### src/rtl/fdt_dispatch.sv
// First-detection-table dispatcher: per-size-class row full bitmaps, lowest-free-row lookup,
// single-cycle search/fail issue and a post-issue request lock window.
module fdt_dispatch #(
  parameter int FDT_INDEX_WIDTH = 6,
  parameter int REQ_ID_WIDTH    = 8,
  parameter int LOCK_CYCLES     = 6
) (
  input  logic                       clk,
  input  logic                       rst_n,
  input  logic                       req_valid,
  output logic                       req_ready,
  input  logic [REQ_ID_WIDTH-1:0]    req_id,
  input  logic [1:0]                 req_size,
  output logic                       alloc_valid_fdt_out,
  output logic [REQ_ID_WIDTH-1:0]    alloc_id_fdt_out,
  output logic [FDT_INDEX_WIDTH-1:0] alloc_pos_fdt_out,
  output logic [1:0]                 alloc_size_fdt_out,
  output logic                       fail_valid,
  output logic [REQ_ID_WIDTH-1:0]    fail_id,
  input  logic                       fdt_update_valid,
  input  logic [FDT_INDEX_WIDTH-1:0] fdt_update_idx,
  input  logic [3:0]                 fdt_update_bit_sequence,
  output logic [3:0]                 class_full
);

  localparam int ROWS  = 1 << FDT_INDEX_WIDTH;
  localparam int CNT_W = $clog2(LOCK_CYCLES + 1);

  typedef enum logic {IDLE, LOCK} state_t;

  state_t                     state, state_next;
  logic [CNT_W-1:0]           lock_cnt, lock_cnt_next;
  logic [3:0][ROWS-1:0]       full, full_next;
  logic [ROWS-1:0]            lookup_row;
  logic                       found;
  logic [FDT_INDEX_WIDTH-1:0] hit_pos;
  logic                       accept;

  assign req_ready  = (state == IDLE);
  assign accept     = req_valid & req_ready;

  // Updated bitmap doubles as the bypassed lookup source and the next register value.
  always_comb begin
    full_next = full;
    if (fdt_update_valid) begin
      for (int s = 0; s < 4; s++) begin
        full_next[s][fdt_update_idx] = fdt_update_bit_sequence[s];
      end
    end
  end

  assign lookup_row = full_next[req_size];

  always_comb begin
    found   = 1'b0;
    hit_pos = '0;
    for (int i = ROWS - 1; i >= 0; i--) begin
      if (!lookup_row[i]) begin
        found   = 1'b1;
        hit_pos = FDT_INDEX_WIDTH'(i);
      end
    end
  end

  always_comb begin
    state_next    = state;
    lock_cnt_next = lock_cnt;
    case (state)
      IDLE: begin
        if (accept && found) begin
          state_next    = LOCK;
          lock_cnt_next = CNT_W'(LOCK_CYCLES);
        end
      end
      LOCK: begin
        lock_cnt_next = lock_cnt - CNT_W'(1);
        if (lock_cnt == CNT_W'(1)) begin
          state_next = IDLE;
        end
      end
      default: begin
        state_next    = IDLE;
        lock_cnt_next = '0;
      end
    endcase
  end

  always_ff @(posedge clk or negedge rst_n) begin
    if (!rst_n) begin
      state    <= IDLE;
      lock_cnt <= '0;
      full     <= '0;
    end else begin
      state    <= state_next;
      lock_cnt <= lock_cnt_next;
      full     <= full_next;
    end
  end

  always_ff @(posedge clk or negedge rst_n) begin
    if (!rst_n) begin
      alloc_valid_fdt_out <= 1'b0;
      alloc_id_fdt_out    <= '0;
      alloc_pos_fdt_out   <= '0;
      alloc_size_fdt_out  <= '0;
      fail_valid          <= 1'b0;
      fail_id             <= '0;
      class_full          <= '0;
    end else begin
      alloc_valid_fdt_out <= accept & found;
      fail_valid          <= accept & ~found;
      if (accept && found) begin
        alloc_id_fdt_out   <= req_id;
        alloc_pos_fdt_out  <= hit_pos;
        alloc_size_fdt_out <= req_size;
      end
      if (accept && !found) begin
        fail_id <= req_id;
      end
      for (int s = 0; s < 4; s++) begin
        class_full[s] <= &full_next[s];
      end
    end
  end

endmodule

### config.mk
export PLATFORM = sky130hd
export DESIGN_NAME = fdt_dispatch
export DESIGN_NICKNAME = d
export VERILOG_FILES = /design/src/rtl/fdt_dispatch.sv
export SDC_FILE = /design/constraint.sdc
export NUM_CORES = 1
export LEC_CHECK = 0
export CORE_MARGIN = 3
export CORE_UTILIZATION = 43
export CTS_CLUSTER_DIAMETER = 100
export DETAILED_ROUTE_END_ITERATION = 10
export PLACE_DENSITY_LB_ADDON = 0.08
export SLEW_MARGIN = 20
export SYNTH_ARGS = -nofsm -noshare
export SYNTH_HDL_FRONTEND = slang
export SYNTH_SLANG_ARGS = --single-unit
### constraint.sdc
create_clock -name clk -period 3.49 [get_ports clk]
set_input_delay 0.698 -clock clk [delete_from_list [all_inputs] [get_ports clk]]
set_output_delay 0.698 -clock clk [all_outputs]
set_load 0.02 [all_outputs]
==> metrics.yaml <==
post_synth_num_cell_types: 92
cts_num_sinks: 290
worst_hold_path_type: "in -> async"
hold_ws_ns: 0.133
cts_root_buf: "clkbuf_16"
setup_slack_ns: 0.0645
io_pins: 55
crit_fanout: 11
layout.filler_cells: 3453
cellPowerDensity_mw_per_mm2: 458
place_area_sq_mm: 0.0215
synth_top_area_share_pct: 41.3
final-instance-count-excl-fill: 2540
vdd.ir_drop.worst_mv: 0.377
critical-path-max-stage-delay_ns: 0.45
nNetsFinal: 2018
synth_enable_flop_cells: 0
drt_pre_antenna_iters: 5
peak_clock_frequency_supported_by_timing_ghz: 0.292
finalSetupViolCount: 0
setup.worst_path.start: "fdt_update_idx[2]"
critical_path.reg2reg.startpoint: "full[62]"
r2r_cells: 10
outcome: "completed"
postLayoutCellArea_sq_mm: 0.0231
via_count: 15100
io_buffers: 54
clock_path_buffers: 3
drt-wirelength-per-cell_um: 24.8
worstSetupStartpointType: "input port"
report.final.hold_viol_count: 0
yosys_warnings: 0
timing.max_cap.violations: 0
post-place-ws_ns: -0.779
chipHeight_um: 208
grt_first_pass_wirelength_mm: 96.0
critPathKind: "in -> reg"
gp_routability_congestion: 0.950
synth_compound_area_share_pct: 13.1
first_iter_violations: 1186
power.share.sequential_pct: 39.1
drcViolationCount: 0
end_kind: "register"
synthesis.area_sq_mm: 0.0176
muxShareOfSynthArea_pct: 24.0
synth.ff_latch_count: 290
critical_path.cell_chain: "clkdlybuf4s15_2 -> buf_12 -> nor4b_4 -> buf_4 -> buf_4 -> nand2_2 -> mux4_2 -> mux2_2 -> nand4_1 -> nor4_2 -> buf_4 -> a31o_4 -> buf_4 -> o41ai_2"
slew_violations: 0
swShare_pct: 29.3
antenna_found_initial: 0
power_frac_clock_pct: 36.9
yosys.area_share.simple_pct: 16.8
final.period_utilization_pct: 98.2
cts_tree: "done"
power.switching_mw: 3.10
h-tree-depth: 2
cell_count_after_synthesis: 1641
vias_per_cell: 5.94
cts_buffers: 36
grt_overflow: 0
slew-limit-headroom_pct: 61.2
die-area_sq_mm: 0.0433
post_route_cells_drive_above_1_share_pct: 42.5
setup.reg_to_reg.worst_slack_ns: 0.53
synth_top_flop_cell: "dfrtp_1"
clock-skew-final_ns: 0.0170
async_flop_share_pct: 100
capturing_point_of_the_worst_reg2reg_path: "alloc_pos_fdt_out[0]"
synth_sequential_area_ratio_pct: 41.3
synthXorXnorAreaFrac_pct: 0.0498
diodes: 0
grtUsageTotal_pct: 28.8
post_synth_main_area_contributors: "dfrtp_1 (41%), mux2_2 (17%), mux4_2 (4.9%)"
yosys_top_cell_by_area: "dfrtp_1"
worstSkewPairLatency_ns: 0.55
required_time_of_the_critical_path_ns: 3.94
power_report.internal_total_mw: 7.50
setup-tns-final_ns: 0
cts_hold_repair.buffers: 0
initial_core_util_pct: 43.8
coreArea_sq_mm: 0.0401
period_minus_slack_ns: 3.43
crit_top_cell: "buf_4"
maximum_number_of_pins_on_one_net_before_global_route_repair: 72
row_count: 73
synth_adder_area_share_pct: 0.142
synthToLayoutAreaGrowth_pct: 31.6
cellLeakagePower_nw: 10.6
grt_pass1_vias: 15400
comb_power_share_pct: 24.0
clkTransAtPathRegs_ns: 0.05
placed_cells_incl_taps: 2464
cp_slowest_cell: "mux4_2"
post_synth.cell_area_avg_sq_um: 10.7
route.final.wire_length_mm: 63.0
worstMarginPinSlew_ns: 0.583
dominant_combinational_cell_family_by_area_after_synthesis: "multiplexers"
detailed_place_hpwl_mm: 46.2
worst-endpoint-arrival_ns: 3.87
drt.antenna.violating_nets: 0
die-width_um: 208
synthesis.nets: 1667
[final cells by class]
class | count | area [sq um] | share of cell area (%)
Clock buffer | 45 | 996 | 4.30
Clock inverter | 16 | 223 | 0.962
Inverter | 35 | 134 | 0.579
Multi-Input combinational cell | 1177 | 9750 | 42.1
Sequential cell | 290 | 7260 | 31.4
Tap cell | 525 | 657 | 2.84
Timing Repair Buffer | 452 | 4130 | 17.8
[registers in the layout, summed over array words and instances, names as in the netlist]
| signal | cells |
|---|---|
| full | 256 |
| alloc_id_fdt_out | 8 |
| fail_id | 8 |
| alloc_pos_fdt_out | 6 |
| class_full | 4 |
| lock_cnt | 3 |
| alloc_size_fdt_out | 2 |
| alloc_valid_fdt_out | 1 |
| fail_valid | 1 |
| state | 1 |
[metal layers]
metal | track usage, % | vias to the layer above | share of wire, %
li1 | - | 6874 | -
met1 | 40.0 | 7604 | 44
met4 | 11.1 | 0 | 3.9
met5 | 0 | - | 0
met3 | 3.51 | 120 | 5.0
met2 | 46.4 | 477 | 47
[cell usage in the layout, fill, tap and decap left out, types with 7 or more instances in the layout]
cell type / instances
buf_4: 349
dfrtp_1: 290
mux2_2: 260
nand2_1: 156
nand2b_1: 90
a211oi_1: 80
a22oi_1: 75
nor2_1: 52
o21ai_0: 50
buf_12: 41
clkdlybuf4s50_1: 40
nor3_1: 39
mux4_2: 38
clkbuf_16: 37
nand4_1: 35
inv_1: 32
mux2i_1: 31
and4_1: 30
nand3_1: 20
a22oi_2: 12
a211oi_2: 11
a21oi_1: 11
mux2_4: 9
nor4_1: 8
nor2b_1: 7
o21ai_1: 7
o31ai_1: 7
[kinds of logic (layout without fill, tap and decap cells)]
group                    Yosys count  count (layout)
multiplexers                     338             338
XOR/XNOR                           1               1
AO/OA/AOI/OAI                    318             319
AND/OR/NAND/NOR                  516             517
flip-flops                       290             290
adder cells (fa/ha/maj)            2               2
buffers and inverters            176             548
[worst max-delay path, delay by kind of cell]
family                 cells  cell delay (ns)
muxes                      2             0.77
buffers and inverters      6             1.10
and+or+nand+nor            4             0.72
AOI/OAI and AO/OA          2             0.56
[power groups by stage]
stage	combinational, mW	sequential (mW)	clock [mW]
5_1_grt	2.73	4.21	4.12
2_1_floorplan	1.32	4.21	0
3_5_place_dp	2.48	4.20	0
6_report	2.55	4.15	3.91
4_1_cts	2.53	4.15	4.00
3_3_place_gp	2.45	4.18	0
[through the flow]
stage	utilization, %	total power [mW]
after global placement	53.7	6.63
after detailed placement	53.7	6.68
after CTS	57.5	10.7
after global routing	57.7	11.1
after floorplan	-	5.52
final	57.7	10.6
[worst max-delay path by stage]
stage	end	slack (ns)	cells after the start
after floorplan	alloc_id_fdt_out[2]	0.08	10
after global placement	class_full[0]	-0.77	13
after detailed placement	class_full[0]	-0.78	13
after CTS	fail_id[0]	0.003	15
after global routing	fail_id[7]	-0.007	15
final	alloc_pos_fdt_out[2]	0.06	14
[Yosys cell counts, types with 6 or more instances]
cell,count
a211oi_1,87
a21oi_1,11
a22oi_1,86
and2_1,7
and4_1,30
buf_2,44
buf_4,12
clkbuf_1,75
dfrtp_1,290
inv_1,32
mux2_2,260
mux2i_1,31
mux4_2,38
nand2_1,156
nand2_2,6
nand2b_1,90
nand3_1,20
nand4_1,35
nor2_1,53
nor2b_1,7
nor3_1,43
nor4_1,12
o2111ai_1,6
o21ai_0,53
o22ai_1,6
o31ai_1,7
[timing repair]
item	4_1_cts	5_1_grt
resized for setup	41	22
setup buffers	5	4
pin swaps	10	6
cloned	6	0
setup endpoints to repair	30	31
Note: power is estimated with default switching activity, not from simulation.
